--- src/rtl/ecg_rpeak_detector.sv ---
// rtl/ecg_rpeak_detector.sv - threshold-based R-peak detector with adaptive threshold and RR interval
module ecg_rpeak_detector #(
  parameter int DATA_W      = 16,
  parameter int RR_W        = 12,
  parameter int THRESH_INIT = 2000,
  parameter int THRESH_MIN  = 500,
  parameter int REFRACT     = 72,
  parameter int MAX_WIDTH   = 40
) (
  input  logic              clk,
  input  logic              reset,
  input  logic              s_valid,
  input  logic [DATA_W-1:0] s_data,
  output logic              s_ready,
  output logic              peak_valid,
  input  logic              peak_ready,
  output logic [DATA_W-1:0] peak_amp,
  output logic [RR_W-1:0]   rr_interval,
  output logic [DATA_W-1:0] threshold,
  output logic [1:0]        det_state
);

  typedef enum logic [1:0] {SEARCH = 2'd0, TRACK = 2'd1, REFR = 2'd2} state_t;

  localparam int WW = (MAX_WIDTH > 1) ? $clog2(MAX_WIDTH) : 1;
  localparam int RW = (REFRACT > 1) ? $clog2(REFRACT) : 1;
  localparam logic [WW-1:0] W_LAST = WW'(MAX_WIDTH - 1);
  localparam logic [RW-1:0] R_LAST = RW'(REFRACT - 1);
  localparam logic signed [DATA_W-1:0] THR_INIT = DATA_W'(THRESH_INIT);
  localparam logic signed [DATA_W+1:0] THR_LO = (DATA_W + 2)'(THRESH_MIN);
  localparam logic signed [DATA_W+1:0] THR_HI = (DATA_W + 2)'((2 ** (DATA_W - 1)) - 1);

  state_t                    state;
  logic                      run;
  logic                      first;
  logic signed [DATA_W-1:0]  max_r;
  logic signed [DATA_W-1:0]  thr_r;
  logic [RR_W-1:0]           cnt;
  logic [WW-1:0]             width_cnt;
  logic [RW-1:0]             ref_cnt;

  logic                      accept;
  logic                      above;
  logic                      end_peak;
  logic signed [DATA_W-1:0]  x;
  logic signed [DATA_W-1:0]  max_next;
  logic [RR_W-1:0]           cnt_inc;
  logic signed [DATA_W+1:0]  thr_ext;
  logic signed [DATA_W+1:0]  max_ext;
  logic signed [DATA_W+1:0]  thr_calc;
  logic signed [DATA_W+1:0]  thr_clamp;

  assign s_ready   = ~(peak_valid & ~peak_ready);
  assign threshold = thr_r;
  assign det_state = state;

  // run gates acceptance so the first sample lands on the second edge after release
  assign accept   = s_valid & s_ready & run;
  assign x        = s_data;
  assign above    = x > thr_r;
  assign max_next = (x > max_r) ? x : max_r;
  assign cnt_inc  = (cnt == '1) ? cnt : cnt + 1'b1;
  assign end_peak = accept && (state == TRACK) && (!above || (width_cnt == W_LAST));

  always_comb begin
    thr_ext   = {{2{thr_r[DATA_W-1]}}, thr_r};
    max_ext   = {{2{max_next[DATA_W-1]}}, max_next};
    thr_calc  = thr_ext - (thr_ext >>> 2) + (max_ext >>> 3);
    thr_clamp = thr_calc;
    if (thr_calc < THR_LO) thr_clamp = THR_LO;
    else if (thr_calc > THR_HI) thr_clamp = THR_HI;
  end

  always_ff @(posedge clk or negedge reset) begin
    if (!reset) begin
      state       <= SEARCH;
      run         <= 1'b0;
      first       <= 1'b1;
      max_r       <= '0;
      thr_r       <= THR_INIT;
      cnt         <= '0;
      width_cnt   <= '0;
      ref_cnt     <= '0;
      peak_valid  <= 1'b0;
      peak_amp    <= '0;
      rr_interval <= '0;
    end else begin
      run <= 1'b1;
      if (end_peak) begin
        peak_valid  <= 1'b1;
        peak_amp    <= max_next;
        rr_interval <= first ? '0 : cnt_inc;
        thr_r       <= thr_clamp[DATA_W-1:0];
        first       <= 1'b0;
      end else if (peak_ready) begin
        peak_valid <= 1'b0;
      end
      if (accept) begin
        cnt <= end_peak ? '0 : cnt_inc;
        case (state)
          SEARCH: if (above) begin
            state     <= TRACK;
            max_r     <= x;
            width_cnt <= '0;
          end
          TRACK: begin
            max_r <= max_next;
            if (end_peak) begin
              state   <= REFR;
              ref_cnt <= '0;
            end else begin
              width_cnt <= width_cnt + 1'b1;
            end
          end
          REFR: begin
            if (ref_cnt == R_LAST) state <= SEARCH;
            else ref_cnt <= ref_cnt + 1'b1;
          end
          default: state <= SEARCH;
        endcase
      end
    end
  end

endmodule

--- config.mk ---
export PLATFORM = sky130hd
export DESIGN_NAME = ecg_rpeak_detector
export DESIGN_NICKNAME = d
export VERILOG_FILES = /design/src/rtl/ecg_rpeak_detector.sv
export SDC_FILE = /design/constraint.sdc
export NUM_CORES = 1
export LEC_CHECK = 0
export ABC_CLOCK_PERIOD_IN_PS = 6200
export CAP_MARGIN = 20
export CORE_MARGIN = 2
export CORE_UTILIZATION = 59
export CTS_BUF_LIST = sky130_fd_sc_hd__clkbuf_4
export DETAILED_ROUTE_END_ITERATION = 8
export HOLD_SLACK_MARGIN = 0.02
export PLACE_DENSITY = 0.91
export REMOVE_ABC_BUFFERS = 1
export SKIP_LAST_GASP = 1
export SLEW_MARGIN = 20
export SYNTH_ARGS = -nofsm -noshare
export SYNTH_HDL_FRONTEND = slang
export SYNTH_SLANG_ARGS = --single-unit
--- constraint.sdc ---
create_clock -name clk -period 6.2 [get_ports clk]
set_input_delay 0.62 -clock clk [delete_from_list [all_inputs] [get_ports clk]]
set_output_delay 0.62 -clock clk [all_outputs]
set_load 0.005 [all_outputs]
==> flow_metrics.tcl, run 1 <==
set metrics [dict create \
    cts_made_buffers 9 \
    post-cts-setup-buffers 0 \
    critPathArrivalTime_ns 6.20 \
    min_path_type "primary input to async pin" \
    grt_pass1_vias 5426 \
    clock_sinks 90 \
    maxSlewViolCount 0 \
    place_congestion 0.9747 \
    first_pass_iters 5 \
    utilization 0.7096 \
    coreArea_um2 10280 \
    final_cell_mix "dfrtp_1 (83), nand2_1 (78), inv_1 (68), clkdlybuf4s50_1 (66), ha_1 (52)" \
    fillers 757 \
    final_common_cell "dfrtp_1" \
    fin_area_um2 7293 \
    reg2reg_from "max_r[15]$_DFFE_PN0P_" \
    synth_seq_cells 90 \
    path_cells "clkdlybuf4s50_1, ha_1, nand4_1, nor3_1, a21boi_2, or4b_4, nand3_1, buf_12, mux2i_1, fa_1, inv_1, ha_1, nor2b_1, o31a_1, o21a_1, o41ai_2, a211o_1, o2111ai_1, o32ai_4, o32a_1" \
    ys_seq_area_frac 0.3635 \
    crit_buf_inv 3 \
    path_clk_slew_ns 0.17 \
    drt_iter0_drc 439 \
    maxCapViolCount 0 \
    syn_avg_cell_area_um2 9.311 \
    start_util 0.6052 \
    routed_wl_um 15720 \
    worstMarginPinSlew_ns 0.9732 \
    ys.flop_type "dfrtp_1" \
    htree_levels 3 \
    cts-root-buf "clkbuf_4" \
    async_reset_ff_frac 1.000 \
    timing.critical_path.mode_cell "ha_1" \
    drtAntennaViolNets 0 \
    io_pins 68 \
    cts_buffer_depth 2 \
    layoutNonFillerInstCount 883 \
    crit_slowest_cell "or4b_4" \
    synth_cell_types 66 \
    finalSetupViolCount 0 \
    synth_area_leaders "dfrtp_1 (33%), ha_1 (10%), fa_1 (4.8%)" \
    layout-drive-gt1-share 0.1044 \
    cts_tree "built" \
    rsz0062_at_grt "no" \
    die-area_um2 11380 \
    critPathRequiredTime_ns 6.60 \
    finalCriticalPeriod_ns 5.795 \
    route.detailed.drc 0 \
    post_drt_wl_per_cell_um 17.80 \
    syn_inst 668 \
    die-height_um 106.7 \
    slew_headroom 0.3512 \
    period_share 0.9347 \
    path_delay_family "compound AO/OA/AOI/OAI gates" \
    finalSetupTns_ns 0 \
    grt_util_all_layers 0.2890 \
    grt_pass1_wl_um 26190 \
    syn-cell-area_um2 6220 \
    nNetsFinal 829 \
    grt_max_degree 65 \
    start_kind "primary input" \
    synth_edf_count 0 \
    clock_latency_ns 0.47 \
    multi_input_area_um2 3635 \
    hold_buffers 0 \
    vias 5474 \
    skew_ns 0.02605 \
    finalHoldViolCount 0 \
    dp_cells 867 \
    antenna_found_initial 0 \
    fmaxAchievable_mhz 172.6 \
    endpoint_kind "register" \
    vias_per_cell 6.199 \
    rr_worst_depth 20 \
    dpl.hpwl_um 11860 \
    die_w_um 106.7 \
    status "finished, final reports clean" \
    port_buffers 67 \
    slowest_delay_ns 0.55 \
    r2r_slack_ns 0.51 \
    crit_type "primary input to register" \
    ctsResizeCount 0 \
    yosysWarnings 0 \
    synthToLayoutAreaGrowth_pct 17.26 \
    worstPathMaxFanout 14 \
    seq_area_um2 2261 \
    antennaDiodeCount 0 \
    gr-total-overflow 0 \
    rows 37 \
    placed_area_um2 7122 \
    synth_top_area_cell "dfrtp_1" \
    netlist.area_leader.share 0.3339 \
    r2r_end "threshold[2]$_DFFE_PN0P_" \
]
==> per-layer routing <==
layer  part of all wire  vias to the layer above  wire, um  global-route usage
met3              0.065                       39      1014             0.03769
li1                   -                     2528         -                   -
met2               0.48                      256      7547              0.4773
met5                  0                        -         0                   0
met1               0.43                     2651      6802              0.3967
met4              0.022                        0       352             0.09555
==> registers in the layout, summed over array words and instances, names as in the netlist <==
signal and count:
max_r 16, peak_amp 16, threshold 16, cnt 12
rr_interval 12, ref_cnt 7, width_cnt 6, det_state 2
first 1, peak_valid 1, run 1
==> logic make-up after synthesis <==
| group | synth area share |
|---|---|
| other | 0.0006029 |
| buffers and inverters | 0.05431 |
| adders and majority gates | 0.1529 |
| AOI/OAI and AO/OA | 0.1803 |
| muxes | 0.06176 |
| and+or+nand+nor | 0.1557 |
| xor gates and xnor gates | 0.03098 |
| DFF | 0.3635 |
==> through the flow <==
step | hold WS, ns | setup WS (ns)
6_report | 0.02649 | 0.4049
5_1_grt | 0.05201 | 0.09012
4_1_cts | 0.03069 | 0.4991
3_5_place_dp | 0.4697 | 0.04750
3_3_place_gp | 0.4612 | 0.1996
2_1_floorplan | 0.3244 | -0.4657
==> worst max-delay path by stage <==
stage / cells past startpoint / end / from / slack, ns
after floorplan: 7 / threshold[0]$_DFFE_PN0P_ / s_data[15] / -0.47
after global placement: 20 / threshold[12]$_DFFE_PN0P_ / s_data[15] / 0.20
after detailed placement: 20 / threshold[2]$_DFFE_PN0P_ / s_data[15] / 0.05
after CTS: 20 / threshold[2]$_DFFE_PN0P_ / s_data[13] / 0.50
after global routing: 19 / threshold[2]$_DFFE_PN0P_ / s_data[15] / 0.09
final: 20 / threshold[2]$_DFFE_PN0P_ / s_data[15] / 0.40
==> worst register-to-register path: stages (launching register included) <==
cell and delay (ns):
dfrtp_1 0.48, inv_1 0.10, ha_1 0.35, nand4_1 0.22, nor3_1 0.10, a21boi_2 0.17, or4b_4 0.55, nand3_1 0.18
buf_12 0.18, mux2i_1 0.29, fa_1 0.47, inv_1 0.07, ha_1 0.28, nor2b_1 0.17, o31a_1 0.29, o21a_1 0.23
o41ai_2 0.37, a211o_1 0.20, o2111ai_1 0.21, o32ai_4 0.50, o32a_1 0.22
==> cells in the mapped netlist, types with 6 or more instances <==
cell type   n
mux2i_1    17
o31ai_1    16
nor2b_1     6
nor2_1     38
nor3_1      9
nand2b_1    6
dfstp_2     7
xor2_1      9
xnor2_1    13
dfrtp_1    83
nand3_1    20
a22oi_1     7
clkbuf_1   15
fa_1       15
o21ai_0    50
a21o_1      8
ha_1       52
mux2_2     19
inv_1      68
nand2_1    78
a21oi_1    34
nand4_1    17
==> area by class of cell <==
cell class              instances  area share
multi-input cells             490      0.4984
flip-flops and latches         90      0.3100
repair buffers                 83      0.1098
inverters                      68     0.03500
well taps                     136     0.02333
clock inverters                 6     0.01321
clock buffers                  10     0.01029
Power of run 1 is left out: the tool's default activity adds up to more than one toggle a clock period on the data nets, which glitch-free logic cannot reach.
==> inputs of run 2 (changes only) <==
Settings changed: ABC_CLOCK_PERIOD_IN_PS 6200 to 6500, CTS_CLUSTER_SIZE from default to 40.
Clock period 6.2 ns to 6.5 ns, I/O delays scaled along.
==> run 2 against run 1 <==
  * Via count is 2.4% lower
  * Clock skew is 0.0062 ns lower
  * Setup slack better by 0.086 ns
  * Final area is 0.72% lower
  * Register-to-register slack better by 0.20 ns
  * Core utilization is 0.51 points lower
  * Sequential cell count stayed put
  * Sequential share of layout area is 0.22 points higher
  * Critical path type unchanged
  * Largest cell class unchanged
==> flow_metrics.tcl, run 2 (same netlist as run 1, synthesis figures left out) <==
set metrics [dict create \
    finalHoldViolCount 0 \
    grt_use_met2 0.4677 \
    status "finished, final reports clean" \
    post_drt_wl_per_cell_um 17.80 \
    crit_start "s_data[15]" \
    cts_buffer_depth 2 \
    cts_made_buffers 9 \
    slew_headroom 0.3196 \
    grt_pass1_wl_um 26030 \
    finalCriticalPeriod_ns 6.009 \
    busiest_layer "met2" \
    endpoint_kind "register" \
    fmaxAchievable_mhz 166.4 \
    ctsResizeCount 0 \
    routed_wl_um 15630 \
    clock_sinks 90 \
    cts_tree "built" \
    cts-root-buf "clkbuf_4" \
    maxCapViolCount 0 \
    period_share 0.9245 \
    dp_cells 862 \
    vias_per_cell 6.087 \
    die-height_um 106.7 \
    rsz0062_at_grt "no" \
    worstMarginPinSlew_ns 1.021 \
    hold-worst-slack_ns 0.1586 \
    port_buffers 67 \
    gr-total-overflow 0 \
    critPathRequiredTime_ns 6.87 \
    grt_pass1_vias 5237 \
    finalSetupTns_ns 0 \
    io_pins 68 \
    reg2reg_from "max_r[15]$_DFFE_PN0P_" \
    htree_levels 3 \
    crit_type "primary input to register" \
    rows 37 \
    use_met1 0.3994 \
    path_clk_slew_ns 0.15 \
    nNetsFinal 824 \
    post-cts-setup-buffers 0 \
    coreArea_um2 10280 \
    place_congestion 0.9447 \
    final_cell_mix "dfrtp_1 (83), nand2_1 (78), inv_1 (68), clkdlybuf4s50_1 (66), ha_1 (52)" \
    drtAntennaViolNets 0 \
    clock_latency_ns 0.46 \
    die_w_um 106.7 \
    route.detailed.drc 0 \
    start_kind "primary input" \
    start_util 0.6052 \
    antenna_found_initial 0 \
    rr_worst_depth 20 \
    finalSetupViolCount 0 \
    final_common_cell "dfrtp_1" \
    maxSlewViolCount 0 \
    grt_max_degree 75 \
    dpl.hpwl_um 11820 \
    antennaDiodeCount 0 \
    min_path_type "primary input to async pin" \
    die-area_um2 11380 \
    first_pass_iters 5 \
    worstPathMaxFanout 11 \
    grt_util_all_layers 0.2884 \
    vias 5344 \
    skew_ns 0.01982 \
    hold_buffers 0 \
    drt_iter0_drc 359 \
    critPathArrivalTime_ns 6.38 \
    synthToLayoutAreaGrowth_pct 16.42 \
    layoutNonFillerInstCount 878 \
    layout-drive-gt1-share 0.09838 \
    use_met3 0.04559 \
]
[run 2: changes by cell type in the layout (fill, tap and decap cells not counted), sizes merged]
cell / change
buf: -5
clkbuf: -1
clkinv: +2
inv: -1
[run 2: final timing paths]
check	end	slack [ns]
max	threshold[12]$_DFFE_PN0P_	0.49
min reg2reg	rr_interval[6]$_DFFE_PN0P_	0.49
min	rr_interval[0]$_DFFE_PN0P_	0.16
max reg2reg	threshold[12]$_DFFE_PN0P_	0.71
min in group clk	rr_interval[6]$_DFFE_PN0P_	0.49
max in group asynchronous	width_cnt[4]$_DFFE_PN0P_	5.31
[run 2: layout make-up]
cell class	instances	area [um^2]
Clock buffer	9	67.56
Fill cell	792	3037
Timing Repair Buffer	78	750.7
Inverter	68	255.2
Multi-Input combinational cell	490	3635
Clock inverter	7	101.3
Sequential cell	90	2261
Tap cell	136	170.2
[run 2: metrics by stage]
step	instance area, um^2	setup slack (ns)	util
2_1_floorplan	6137	-0.1957	-
3_3_place_gp	7072	0.2688	0.6881
3_5_place_dp	7072	0.08531	0.6881
4_1_cts	7241	0.5369	0.7045
5_1_grt	7241	0.2117	0.7045
6_report	7241	0.4908	0.7045
[run 2: critical path: stages]
cell and delay (ns):
clkdlybuf4s50_1 0.54, ha_1 0.40, nand4_1 0.17, nor3_1 0.09
a21boi_2 0.17, or4b_4 0.55, nand3_1 0.12, buf_4 0.22
mux2_2 0.39, fa_1 0.48, ha_1 0.34, a211oi_1 0.36
o211ai_1 0.20, nand3_1 0.22, a31o_2 0.24, mux2_2 0.35
a221oi_2 0.33, nor3_1 0.16, buf_4 0.23, a22oi_1 0.15
[run 2: metal layers]
layer  vias to the layer above  part of all wire
met2                       201              0.47
met3                        30             0.054
met5                         -                 0
li1                       2497                 -
met1                      2616              0.45
met4                         0             0.025
Power of run 2 is left out for the same reason.
==> inputs of run 3 (changes only) <==
Settings changed: CORE_MARGIN 2 to 5, GPL_TIMING_DRIVEN from default to 0.
==> run 3 against run 2 <==
  * Core utilization down 0.86 points
  * Setup slack worse by 0.24 ns
  * Final cell count down 0.80%
  * Sequential share of layout area up 0.24 points
  * Worst hold slack worse by 0.014 ns
  * Maximum frequency down 3.9%
==> flow_metrics.tcl, run 3 (same netlist as run 1, synthesis figures left out) <==
set metrics [dict create \
    status "finished, final reports clean" \
    maxSlewViolCount 0 \
    final_cell_mix "dfrtp_1 (83), nand2_1 (78), inv_1 (68), clkdlybuf4s50_1 (66), ha_1 (52)" \
    drt_iter0_drc 458 \
    dpl.hpwl_um 11710 \
    path_cells "clkdlybuf4s50_1, ha_1, nand4_1, nor3_1, a21boi_2, or4b_4, nand3_4, mux2i_1, fa_1, inv_1, ha_1, a21oi_1, o211ai_1, a21oi_1, a31o_2, mux2_2, a221oi_2, nor3_2, o22ai_1" \
    r2r_end "threshold[1]$_DFFE_PN0P_" \
    gr-total-overflow 0 \
    die-area_um2 12700 \
    finalHoldViolCount 0 \
    first_pass_iters 8 \
    slowest_delay_ns 0.57 \
    clock_sinks 90 \
    rsz0062_at_grt "no" \
    placed_area_um2 7066 \
    endpoint_kind "register" \
    place_congestion 0.9407 \
    grt_util_all_layers 0.2482 \
    clock_latency_ns 0.46 \
    synthToLayoutAreaGrowth_pct 15.51 \
    post-cts-setup-buffers 0 \
    skew_ns 0.01800 \
    vias 5387 \
    antenna_found_initial 1 \
    layout-drive-gt1-share 0.09264 \
    cts-root-buf "clkbuf_4" \
    crit_slowest_cell "or4b_4" \
    worstMarginPinSlew_ns 1.040 \
    setup_slack_ns 0.2484 \
    grt_max_degree 52 \
    cts_buffer_depth 2 \
    die_w_um 112.7 \
    maxCapViolCount 0 \
    cts_tree "built" \
    drtAntennaViolNets 0 \
    cts_made_buffers 9 \
    worstPathMaxFanout 20 \
    min_path_type "primary input to async pin" \
    start_kind "primary input" \
    r2r_slack_ns 0.43 \
    post_drt_wl_per_cell_um 17.75 \
    final_common_cell "dfrtp_1" \
    grt_pass1_wl_um 25940 \
    critPathArrivalTime_ns 6.63 \
    hold_buffers 0 \
    routed_wl_um 15460 \
    grt_pass1_vias 5469 \
    port_buffers 67 \
    period_share 0.9618 \
    htree_levels 3 \
    slew_headroom 0.3070 \
    finalSetupViolCount 0 \
    finalCriticalPeriod_ns 6.252 \
    crit_type "primary input to register" \
    path_delay_family "compound AO/OA/AOI/OAI gates" \
    finalSetupTns_ns 0 \
    rr_worst_depth 19 \
    fin_area_um2 7184 \
    pre_cts_slack_ns -0.2802 \
    critPathRequiredTime_ns 6.88 \
    start_util 0.6025 \
    path_clk_slew_ns 0.14 \
    reg2reg_from "max_r[15]$_DFFE_PN0P_" \
    die-height_um 112.7 \
    crit_buf_inv 2 \
    rows 37 \
    nNetsFinal 817 \
    io_pins 68 \
    coreArea_um2 10320 \
    fmaxAchievable_mhz 160.0 \
    vias_per_cell 6.185 \
    route.detailed.drc 0 \
]
-- run 3: cell types whose count changed in the layout (fill, tap and decap cells not counted), moves of 2 or more --
cell / delta
buf_6: +2
bufinv_16: -2
clkinv_2: +2
buf_4: -11
-- run 3: timing repair --
item	4_1_cts	5_1_grt
hold endpoints to repair	0	0
resized for setup	0	1
endpoints found under the setup margin	0	15
-- run 3: final cells by class --
cell class                      count  area (um^2)
Multi-Input combinational cell    490         3654
Sequential cell                    90         2261
Inverter                           68        255.2
Fill cell                         741         3139
Timing Repair Buffer               71        733.2
Clock inverter                      6        41.29
Tap cell                          136        170.2
Clock buffer                        9        67.56
Antenna cell                        1        2.502
-- run 3: how the worst max path moves through the flow --
stage / start / endpoint / slack [ns] / cells after the start
2_1_floorplan: s_data[15] / threshold[0]$_DFFE_PN0P_ / -0.20 / 7
3_3_place_gp: s_data[15] / threshold[10]$_DFFE_PN1P_ / -3.79 / 8
3_5_place_dp: s_data[15] / threshold[1]$_DFFE_PN0P_ / -0.28 / 19
4_1_cts: s_data[15] / threshold[1]$_DFFE_PN0P_ / 0.12 / 19
5_1_grt: s_data[15] / threshold[1]$_DFFE_PN0P_ / 0.0005 / 19
6_report: s_data[15] / threshold[1]$_DFFE_PN0P_ / 0.25 / 19
-- run 3: stage by stage --
| stage | hold WS, ns | utilization | std cells |
|---|---|---|---|
| floorplan | 0.3544 | - | 648 |
| global placement | 0.4571 | 0.6759 | 851 |
| detailed placement | 0.4649 | 0.6844 | 855 |
| CTS | 0.1625 | 0.6949 | 870 |
| global route | 0.1777 | 0.6959 | 871 |
| finish | 0.1442 | 0.6959 | 871 |
-- run 3: metal layers --
metal	GRT usage	vias up	wire (um)
met2	0.4123	255	7416
met5	0	-	0
met1	0.3174	2581	6405
li1	-	2500	-
met3	0.03774	51	1118
met4	0.1194	0	516
-- run 3: worst reg2reg max path, stage by stage (launching register included) --
cell	delay (ns)
dfrtp_1	0.50
inv_1	0.09
ha_1	0.34
nand4_1	0.20
nor3_1	0.11
a21boi_2	0.18
or4b_4	0.57
nand3_4	0.35
mux2i_1	0.45
fa_1	0.50
inv_1	0.08
ha_1	0.29
a21oi_1	0.28
o211ai_1	0.14
a21oi_1	0.33
a31o_2	0.28
mux2_2	0.36
a221oi_2	0.46
nor3_2	0.24
o22ai_1	0.24
Power of run 3 is left out for the same reason.
